$ cat config.mk
export PLATFORM = sky130hd
export DESIGN_NAME = pwm_multichannel
export DESIGN_NICKNAME = d
export VERILOG_FILES = /design/src/rtl/pwm_multichannel.sv
export SDC_FILE = /design/constraint.sdc
export NUM_CORES = 1
export LEC_CHECK = 0
export CORE_ASPECT_RATIO = 1.4
export CORE_UTILIZATION = 30
export DETAILED_ROUTE_END_ITERATION = 6
export GPL_TIMING_DRIVEN = 1
export PLACE_DENSITY = 0.45
export SLEW_MARGIN = 10
export SYNTH_ARGS = -nofsm -noshare
export SYNTH_HDL_FRONTEND = slang
export SYNTH_SLANG_ARGS = --single-unit
$ cat constraint.sdc
create_clock -name clk -period 4.11 [get_ports clk]
set_input_delay 0.411 -clock clk [delete_from_list [all_inputs] [get_ports clk]]
set_output_delay 0.411 -clock clk [all_outputs]
set_load 0.02 [all_outputs]
$ cat src/rtl/pwm_multichannel.sv
// Multi-channel PWM generator sharing one frame counter; edge- or center-aligned frames,
// shadowed duty/period/mode that take effect only when the counter returns to zero.
module pwm_multichannel #(
  parameter int NCH   = 4,
  parameter int WIDTH = 8,
  localparam int CW   = (NCH > 1) ? $clog2(NCH) : 1
) (
  input  logic             clk,
  input  logic             reset,
  input  logic             enable,
  input  logic             mode,
  input  logic [WIDTH-1:0] period,
  input  logic             wr_en,
  input  logic [CW-1:0]    wr_ch,
  input  logic [WIDTH-1:0] wr_duty,
  input  logic [NCH-1:0]   polarity,
  output logic [NCH-1:0]   pwm_out,
  output logic             period_end
);

  // Count direction is the only state machine; it only leaves DIR_UP in center mode.
  typedef enum logic {
    DIR_UP   = 1'b0,
    DIR_DOWN = 1'b1
  } dir_t;

  dir_t             dir, dir_nxt;
  logic [WIDTH-1:0] cnt, cnt_nxt;
  logic [WIDTH-1:0] per_act;
  logic             mode_act;
  logic             frame_wrap;
  logic [WIDTH-1:0] duty_sh     [NCH];
  logic [WIDTH-1:0] duty_sh_nxt [NCH];
  logic [WIDTH-1:0] duty_act    [NCH];
  logic [NCH-1:0]   raw;

  // Next counter value; a frame boundary is any edge at which cnt lands on zero.
  // While disabled the counter is pinned at zero, so every edge reloads the active set.
  always_comb begin
    cnt_nxt = '0;
    dir_nxt = DIR_UP;
    if (!enable) begin
      cnt_nxt = '0;
      dir_nxt = DIR_UP;
    end else if (!mode_act || per_act == '0) begin
      cnt_nxt = (cnt >= per_act) ? '0 : cnt + WIDTH'(1);
    end else if (dir == DIR_UP) begin
      if (cnt >= per_act) begin
        cnt_nxt = per_act - WIDTH'(1);
        dir_nxt = (per_act == WIDTH'(1)) ? DIR_UP : DIR_DOWN;
      end else begin
        cnt_nxt = cnt + WIDTH'(1);
        dir_nxt = DIR_UP;
      end
    end else begin
      cnt_nxt = cnt - WIDTH'(1);
      dir_nxt = (cnt == WIDTH'(1)) ? DIR_UP : DIR_DOWN;
    end
    frame_wrap = (cnt_nxt == '0);
  end

  // Shadow next-values double as the forwarding path for writes landing on a boundary.
  always_comb begin
    for (int i = 0; i < NCH; i++) begin
      duty_sh_nxt[i] = (wr_en && wr_ch == CW'(i)) ? wr_duty : duty_sh[i];
      raw[i]         = (cnt < duty_act[i]);
    end
  end

  always_ff @(posedge clk or posedge reset) begin
    if (reset) begin
      cnt        <= '0;
      dir        <= DIR_UP;
      per_act    <= '0;
      mode_act   <= 1'b0;
      period_end <= 1'b0;
      pwm_out    <= '0;
      for (int i = 0; i < NCH; i++) begin
        duty_sh[i]  <= '0;
        duty_act[i] <= '0;
      end
    end else begin
      cnt        <= cnt_nxt;
      dir        <= dir_nxt;
      period_end <= enable && frame_wrap;
      pwm_out    <= enable ? (raw ^ polarity) : polarity;
      for (int i = 0; i < NCH; i++) begin
        duty_sh[i] <= duty_sh_nxt[i];
      end
      if (frame_wrap) begin
        per_act  <= period;
        mode_act <= mode;
        for (int i = 0; i < NCH; i++) begin
          duty_act[i] <= duty_sh_nxt[i];
        end
      end
    end
  end

endmodule

==> impl_metrics.py, run 1 <==
metrics = {
    "logic_synthesis": {
        "avgSynthCellArea_um2": 11.67,
        "yosysSeqAreaShare": 0.4494,
        "syn_inst": 415,
        "synth.top_cell.area_share": 0.4494,
        "async_flop_share": 1.000,
        "netlist_area_mm2": 0.004845,
        "ys_warn_count": 0,
        "ys.flop_type": "dfrtp_1",
        "synth_area_leaders": "dfrtp_1 (45%), mux2_2 (15%), ha_1 (11%)",
        "syn_nets": 484,
        "ys_types": 54,
        "yosysTopAreaCell": "dfrtp_1",
        "synth-seq-cells": 87,
        "synth_edf_count": 0,
    },
    "setup_path": {
        "start_kind": "flip-flop",
        "cp.arrival_ns": 3.99,
        "r2r_end": "duty_act[21]",
        "endpoint_kind": "flip-flop",
        "crit_fanout": 41,
        "r2r_slack_ns": 0.33,
        "rr_worst_depth": 11,
        "worstPathRequired_ns": 4.33,
        "r2r-start": "per_act[0]",
        "path_class": "reg2reg",
    },
    "final_layout": {
        "multiInputGateArea_mm2": 0.002437,
        "final_core_util": 0.3636,
        "diodes": 0,
        "syn2layout_area_growth_pct": 17.64,
        "design_area_mm2": 0.005699,
        "nets": 526,
        "final_cell_mix": "dfrtp_1 (87), mux2_2 (64), ha_1 (42)",
        "n_fill_cell": 1607,
        "final_common_cell": "dfrtp_1",
        "seq_area_mm2": 0.002177,
        "stdcell_count": 658,
        "layout-drive-gt1-share": 0.2165,
    },
    "pwr": {
        "intPower_mw": 2.065,
        "leakage_nw": 2.659,
        "p_switching_uw": 971.3,
        "switching_share": 0.3199,
        "pwr-share-seq": 0.404,
        "clkPwrFrac": 0.256,
        "powerDensity_mw_per_mm2": 532.7,
        "p_comb_frac": 0.340,
        "ir_drop_uv": 177.4,
    },
    "clock_network": {
        "path_clk_slew_ns": 0.06,
        "cts_sinks": 87,
        "cts_max_level": 3,
        "cts_tree": "done",
        "root_buffer": "clkbuf_16",
        "post-cts-setup-buffers": 0,
        "clk_latency_ns": 0.34,
        "clock_path_buffers": 2,
        "hold_buffers": 0,
        "numCtsBuffers": 9,
        "cts.repair.resized": 0,
    },
    "placed_design": {
        "place_area_mm2": 0.005413,
        "post-place-cells": 642,
        "port_buffers": 31,
        "place_congestion": 0.8631,
        "hpwl_um": 8011,
    },
    "sta": {
        "slew_headroom": 0.5537,
        "slew_violations": 0,
        "fmax_mhz": 264.6,
        "rsz0062_at_grt": "false",
        "hold_viol": 0,
        "fin_skew_ns": 0.009940,
        "fin_crit_sh": 0.9195,
        "setup_viol": 0,
        "tightestPinTransition_ns": 0.6674,
        "fin_setup_tns_ns": 0,
        "fin_crit_ns": 3.779,
    },
    "routing": {
        "ant_nets": 0,
        "wl_um": 10760,
        "wl_per_cell_um": 16.35,
        "drt-pass1-iter-count": 4,
        "drt_iter0_drc": 129,
        "num_vias": 3203,
        "via_per_inst": 4.868,
        "drc": 0,
    },
    "hold_path": {
        "min_path_type": "in2async",
    },
    "die": {
        "core_area_mm2": 0.01568,
        "die-area_mm2": 0.01667,
        "fp.dieH_um": 152.4,
        "die_w_um": 109.4,
        "io_pins": 32,
        "start_util": 0.3091,
        "rows": 54,
    },
    "grt": {
        "gr-total-overflow": 0,
        "grt_usage": 0.1453,
        "antenna_found_initial": 0,
        "grt_max_degree": 42,
        "grt_pass1_wl_um": 18390,
        "grt_pass1_vias": 3429,
    },
    "run_status": {
        "outcome": "finished clean",
    },
    "flow_run": {
        "drv_cap": 0,
    },
}
[metrics by stage]
step / total power [mW] / setup slack, ns / hold WS, ns
after floorplan: 1.995 / 0.7912 / 0.4581
after global placement: 2.278 / 0.3450 / 0.4705
after detailed placement: 2.294 / 0.3546 / 0.4790
after CTS: 3.095 / 0.3410 / 0.4208
after global routing: 3.273 / 0.1685 / 0.4468
final: 3.036 / 0.3310 / 0.4059
[power by group through the flow]
stage | clock network, mW | registers [mW] | logic [mW]
after floorplan | 0 | 1.22 | 0.772
after global placement | 0 | 1.25 | 1.03
after detailed placement | 0 | 1.25 | 1.04
after CTS | 0.809 | 1.23 | 1.05
after global routing | 0.833 | 1.27 | 1.17
final | 0.778 | 1.23 | 1.03
[cells by family after synthesis]
kind of cell,after synthesis,share of synthesized area
AOI/OAI and AO/OA,65,0.1005
xor gates and xnor gates,15,0.02712
adders and majority gates,42,0.1085
buffers and inverters,51,0.04752
DFF,87,0.4494
muxes,75,0.1741
and+or+nand+nor,80,0.09297
[routing by layer]
metal	track usage	routed length [um]	vias to the layer above
met5	0	0	-
met2	0.2408	5416	59
met1	0.1805	4697	1572
met3	0.02695	291	23
met4	0.06603	353	0
li1	-	-	1549
[sequential cells by signal, summed over array words and instances, names as in the netlist]
register    flops
duty_act       32
duty_sh        32
mode_act        1
cnt             8
dir             1
pwm_out         4
per_act         8
period_end      1
[cells in the mapped netlist, types with 2 or more instances]
cell        n
a2111oi_0   3
a211oi_1    2
a21o_1     17
a21oi_1    10
a2bb2oi_1   2
a31oi_1     2
and2_1      4
and3_1      2
buf_6       5
clkbuf_1    4
dfrtp_1    87
ha_1       42
inv_1      41
mux2_1     10
mux2_2     64
nand2_1    15
nand2b_1    8
nand3_1     5
nand3b_1    2
nand4_1     4
nor2_1     14
nor2b_1     6
nor3_1      4
nor3b_1     2
nor4_1      5
nor4b_1     2
o21a_1      2
o21ai_0     8
o31ai_1     3
or2_2       2
or4_1       2
xnor2_1    14
[final cells by class]
| cell class | count | share of cell area |
|---|---|---|
| multi-input combinational | 277 | 0.4277 |
| timing repair buffer | 41 | 0.06981 |
| inverter | 41 | 0.02722 |
| clock inverter | 4 | 0.005269 |
| tap | 196 | 0.04303 |
| clock buffer | 12 | 0.04501 |
| sequential | 87 | 0.3820 |
[how the worst max path moves through the flow]
stage,from,to,slack [ns],depth (start not counted)
6_report,per_act[0],duty_act[21],0.33,11
5_1_grt,per_act[1],duty_act[21],0.17,11
4_1_cts,per_act[0],duty_act[21],0.34,11
3_5_place_dp,per_act[0],duty_act[21],0.35,11
3_3_place_gp,per_act[0],per_act[3],0.35,11
2_1_floorplan,per_act[0],mode_act,0.79,12
[critical path: stages (launching register included)]
cell and delay, ns:
dfrtp_1 0.46, inv_1 0.16, ha_1 0.19, or3b_2 0.51, o21a_1 0.34, mux2i_1 0.23
xnor2_1 0.14, a2bb2oi_1 0.41, nand3b_4 0.14, o41ai_4 0.39, buf_12 0.28, mux2_2 0.37
No activity file was read; power rests on OpenSTA's default activity.
==> run 2, diff against run 1 <==
CORE_MARGIN = 2   (was not set)
==> run 2 against run 1 <==
  * Register-to-register slack improved by 0.06 ns
  * Final area rose by 0.70%
  * Fmax rose by 1.5%
  * Critical endpoint is now duty_act[2]
  * Via count rose by 0.25%
  * Non-clock buffer count rose by 4
  * Clock-buffer cell count rose by 1
==> impl_metrics.py, run 2 (synthesis gave the netlist of run 1 again) <==
metrics = {
    "run_status": {
        "outcome": "finished clean",
    },
    "die": {
        "fp.dieH_um": 154.4,
        "core_area_mm2": 0.01597,
        "rows": 55,
        "die_w_um": 111.4,
        "die-area_mm2": 0.01720,
        "start_util": 0.3034,
        "io_pins": 32,
    },
    "sta": {
        "fin_setup_tns_ns": 0,
        "fmax_mhz": 268.7,
        "rsz0062_at_grt": "false",
        "hold_viol": 0,
        "fin_crit_ns": 3.722,
        "slew_headroom": 0.5845,
        "fin_crit_sh": 0.9055,
        "fin_skew_ns": 0.006339,
        "tightestPinTransition_ns": 0.6213,
        "setup_viol": 0,
        "slew_violations": 0,
        "setup_slack_ns": 0.3882,
    },
    "setup_path": {
        "cp_cell_sequence": "inv_1 -> ha_1 -> or3b_2 -> o21a_1 -> mux2i_1 -> xnor2_1 -> a2bb2oi_1 -> nand3b_4 -> o41ai_4 -> buf_12 -> mux2_2",
        "slowest_delay_ns": 0.51,
        "path_class": "reg2reg",
        "cp.arrival_ns": 3.94,
        "endpoint_kind": "flip-flop",
        "crit_fanout": 32,
        "slowest_stage": "or3b_2",
        "start_kind": "flip-flop",
        "r2r_slack_ns": 0.39,
        "critPathBufInv": 2,
        "worstPathRequired_ns": 4.33,
        "cp_top_family": "compound AO/OA/AOI/OAI gates",
    },
    "clock_network": {
        "path_clk_slew_ns": 0.06,
        "post-cts-setup-buffers": 0,
        "clock_path_buffers": 2,
        "cts_tree": "done",
        "clk_latency_ns": 0.33,
        "hold_buffers": 0,
        "numCtsBuffers": 9,
        "root_buffer": "clkbuf_16",
        "cts.repair.resized": 0,
        "cts_max_level": 3,
        "cts_sinks": 87,
    },
    "final_layout": {
        "design_area_mm2": 0.005739,
        "final_cell_mix": "dfrtp_1 (87), mux2_2 (64), ha_1 (42)",
        "n_fill_cell": 1616,
        "syn2layout_area_growth_pct": 18.47,
        "final_common_cell": "dfrtp_1",
        "diodes": 0,
        "nets": 530,
        "reg.largest.list": "duty_act: 32 flops, duty_sh: 32 flops",
        "layout-drive-gt1-share": 0.2189,
        "final_core_util": 0.3595,
    },
    "grt": {
        "grt_pass1_wl_um": 18730,
        "grt_pass1_vias": 3455,
        "grt_max_degree": 35,
        "gr-total-overflow": 0,
        "antenna_found_initial": 0,
        "grt_usage": 0.1394,
    },
    "placed_design": {
        "pre_cts_ws_ns": 0.3831,
        "hpwl_um": 8442,
        "port_buffers": 31,
        "place_area_mm2": 0.005446,
        "place_congestion": 0.8066,
    },
    "routing": {
        "num_vias": 3211,
        "drt_iter0_drc": 123,
        "wl_per_cell_um": 16.92,
        "via_per_inst": 4.829,
        "ant_nets": 0,
        "drc": 0,
        "wl_um": 11250,
        "drt-pass1-iter-count": 4,
    },
    "pwr": {
        "p_switching_uw": 978.5,
        "switching_share": 0.3163,
        "clkPwrFrac": 0.265,
        "ir_drop_uv": 203.8,
        "intPower_mw": 2.115,
        "leakage_nw": 2.692,
        "powerDensity_mw_per_mm2": 539.0,
        "p_total_mw": 3.093,
        "p_comb_frac": 0.339,
        "pwr-share-seq": 0.396,
    },
    "hold_path": {
        "min_path_type": "in2async",
    },
    "flow_run": {
        "drv_cap": 0,
    },
}
[run 2: changes by cell type in the layout (fill, tap and decap cells not counted), sizes merged]
| cell | previous run | this run |
|---|---|---|
| bufinv | 0 | 1 |
| clkbuf | 12 | 13 |
| buf | 10 | 14 |
| clkinvlp | 4 | 1 |
| clkinv | 1 | 2 |
[run 2: worst paths after layout]
path | from | end | cells past startpoint
max | per_act[0] | duty_act[2] | 11
min | reset | period_end | 2
max reg2reg | per_act[0] | duty_act[2] | 11
min reg2reg | duty_act[7] | duty_act[7] | 1
max in group asynchronous | reset | duty_sh[6] | 3
min in group clk | duty_act[7] | duty_act[7] | 1
[run 2: layout make-up]
type / count / area, um^2 / share of cell area
inverter: 41 / 155.1 / 0.02703
sequential: 87 / 2177 / 0.3793
clock buffer: 13 / 250.2 / 0.04360
timing repair buffer: 45 / 427.9 / 0.07456
clock inverter: 3 / 42.54 / 0.007412
tap: 199 / 249.0 / 0.04338
multi-input combinational: 277 / 2437 / 0.4247
[run 2: worst reg2reg max path: cells and delay by family (launching register included)]
family,cells,cell delay [ns]
adders and majority gates,1,0.19
buffers and inverters,2,0.45
and+or+nand+nor,2,0.64
DFF,1,0.46
muxes,2,0.60
AOI/OAI and AO/OA,3,1.12
xor gates and xnor gates,1,0.13
[run 2: routing by layer]
metal	vias to the layer above	routed length [um]	global-route usage
li1	1559	-	-
met1	1581	4667	0.1628
met2	53	5985	0.2532
met3	18	263	0.01881
met4	0	335	0.06290
met5	-	0	0
[run 2: power groups by stage]
stage	Clock, mW	Sequential, mW	Combinational [mW]
6_report	0.819	1.22	1.05
5_1_grt	0.883	1.26	1.19
4_1_cts	0.845	1.23	1.07
3_5_place_dp	0	1.24	1.07
3_3_place_gp	0	1.24	1.05
2_1_floorplan	0	1.22	0.772
[run 2: stage by stage]
step	hold slack (ns)	std cells
2_1_floorplan	0.4581	415
3_3_place_gp	0.4721	649
3_5_place_dp	0.4747	649
4_1_cts	0.3816	665
5_1_grt	0.4187	665
6_report	0.3775	665
==> run 3, diff against run 2 <==
CORE_ASPECT_RATIO = 0.5   (was 1.4)
==> run 3 against run 2 <==
  * Die area grew 0.28%
  * Clock-buffer cell count down 3
  * Critical path depth stayed put
  * Via count decreased by 1.2%
  * Highest routed layer unchanged
==> impl_metrics.py, run 3 (synthesis gave the netlist of run 1 again) <==
metrics = {
    "run_status": {
        "outcome": "finished clean",
    },
    "grt": {
        "grt_pass1_wl_um": 18040,
        "grt_pass1_vias": 3286,
        "antenna_found_initial": 0,
        "grt_usage": 0.1393,
        "gr-total-overflow": 0,
        "grt_max_degree": 37,
    },
    "clock_network": {
        "cts_tree": "done",
        "numCtsBuffers": 9,
        "root_buffer": "clkbuf_16",
        "post-cts-setup-buffers": 0,
        "path_clk_slew_ns": 0.07,
        "clock_path_buffers": 2,
        "hold_buffers": 0,
        "cts_max_level": 3,
        "clk_latency_ns": 0.35,
        "cts.repair.resized": 0,
        "cts_sinks": 87,
    },
    "setup_path": {
        "worstPathRequired_ns": 4.33,
        "endpoint_kind": "flip-flop",
        "cp_cell_sequence": "inv_1 -> ha_1 -> or3b_2 -> o21a_1 -> mux2i_1 -> xnor2_1 -> a2bb2oi_1 -> nand3b_4 -> o41ai_4 -> buf_12 -> mux2_2",
        "slowest_stage": "or3b_2",
        "start_kind": "flip-flop",
        "cp.arrival_ns": 3.87,
        "r2r_slack_ns": 0.46,
        "worstSetupStartpoint": "per_act[0]",
        "crit_fanout": 36,
        "r2r-start": "per_act[0]",
        "slowest_delay_ns": 0.50,
        "path_class": "reg2reg",
    },
    "pwr": {
        "p_switching_mw": 1.005,
        "p_comb_frac": 0.340,
        "ir_drop_uv": 184.6,
        "powerDensity_mw_per_mm2": 531.8,
        "clkPwrFrac": 0.259,
        "p_total_mw": 3.048,
        "intPower_mw": 2.043,
        "leakage_nw": 2.681,
        "switching_share": 0.3298,
        "pwr-share-seq": 0.401,
    },
    "sta": {
        "hold_viol": 0,
        "fmax_mhz": 274.0,
        "fin_crit_sh": 0.8880,
        "whs_ns": 0.3802,
        "slew_headroom": 0.5219,
        "setup_viol": 0,
        "rsz0062_at_grt": "false",
        "setup_slack_ns": 0.4602,
        "fin_setup_tns_ns": 0,
        "fin_skew_ns": 0.01082,
        "tightestPinTransition_ns": 0.7149,
        "fin_crit_ns": 3.650,
        "slew_violations": 0,
    },
    "final_layout": {
        "seq_area_mm2": 0.002177,
        "syn2layout_area_growth_pct": 18.31,
        "nets": 530,
        "design_area_mm2": 0.005732,
        "multiInputGateArea_mm2": 0.002437,
        "layout-drive-gt1-share": 0.2232,
        "n_fill_cell": 1570,
        "final_cell_mix": "dfrtp_1 (87), mux2_2 (64), ha_1 (42)",
        "reg.largest.list": "duty_act: 32 flops, duty_sh: 32 flops",
        "diodes": 0,
        "final_common_cell": "dfrtp_1",
    },
    "placed_design": {
        "place_area_mm2": 0.005453,
        "port_buffers": 31,
        "place_congestion": 0.8765,
        "hpwl_um": 7861,
        "pre_cts_ws_ns": 0.4447,
    },
    "die": {
        "start_util": 0.3103,
        "rows": 32,
        "die-area_mm2": 0.01724,
        "core_area_mm2": 0.01562,
        "io_pins": 32,
        "fp.dieH_um": 93.86,
        "die_w_um": 183.7,
    },
    "routing": {
        "num_vias": 3173,
        "wl_um": 10900,
        "via_per_inst": 4.736,
        "drc": 0,
        "wl_per_cell_um": 16.27,
        "drt_iter0_drc": 141,
        "drt-pass1-iter-count": 4,
        "ant_nets": 0,
    },
    "flow_run": {
        "drv_cap": 0,
    },
    "hold_path": {
        "min_path_type": "in2async",
    },
}
run 3: metal layers:
metal,vias up,global-route usage,share of wire
li1,1564,-,-
met1,1542,0.1962,0.52
met2,53,0.2138,0.43
met3,14,0.03178,0.036
met4,0,0.04000,0.015
met5,-,0,0
run 3: worst max-delay path, delay by kind of cell (launching register included):
kind            cells  cell delay [ns]
compound gates      3             1.10
simple gates        2             0.63
mux                 2             0.59
flops               1             0.45
buf+inv             2             0.42
fa+ha+maj           1             0.18
xor+xnor            1             0.14
run 3: worst paths after layout:
path                                endpoint  depth (start not counted)
worst min register to register  duty_act[14]                          1
worst min-delay path              duty_sh[1]                          2
min in group clk                duty_act[14]                          1
worst max-delay path            duty_act[23]                         11
max in group asynchronous           mode_act                          3
worst max register to register  duty_act[23]                         11
run 3: stage by stage:
step | instances | utilization
final | 670 | 0.3671
after global routing | 670 | 0.3671
after CTS | 670 | 0.3671
after detailed placement | 654 | 0.3492
after global placement | 654 | 0.3492
after floorplan | 415 | -
run 3: power by group through the flow:
stage	logic, mW	registers [mW]	clock network (mW)
detailed placement	1.05	1.24	0
finish	1.04	1.22	0.788
CTS	1.06	1.23	0.815
global route	1.19	1.26	0.848
global placement	1.05	1.24	0
floorplan	0.772	1.22	0
run 3: layout make-up:
cell class / instances / area share
flip-flops and latches: 87 / 0.3798
repair buffers: 45 / 0.07466
well taps: 204 / 0.04453
clock inverters: 6 / 0.008732
inverters: 41 / 0.02707
clock buffers: 10 / 0.03995
multi-input cells: 277 / 0.4252
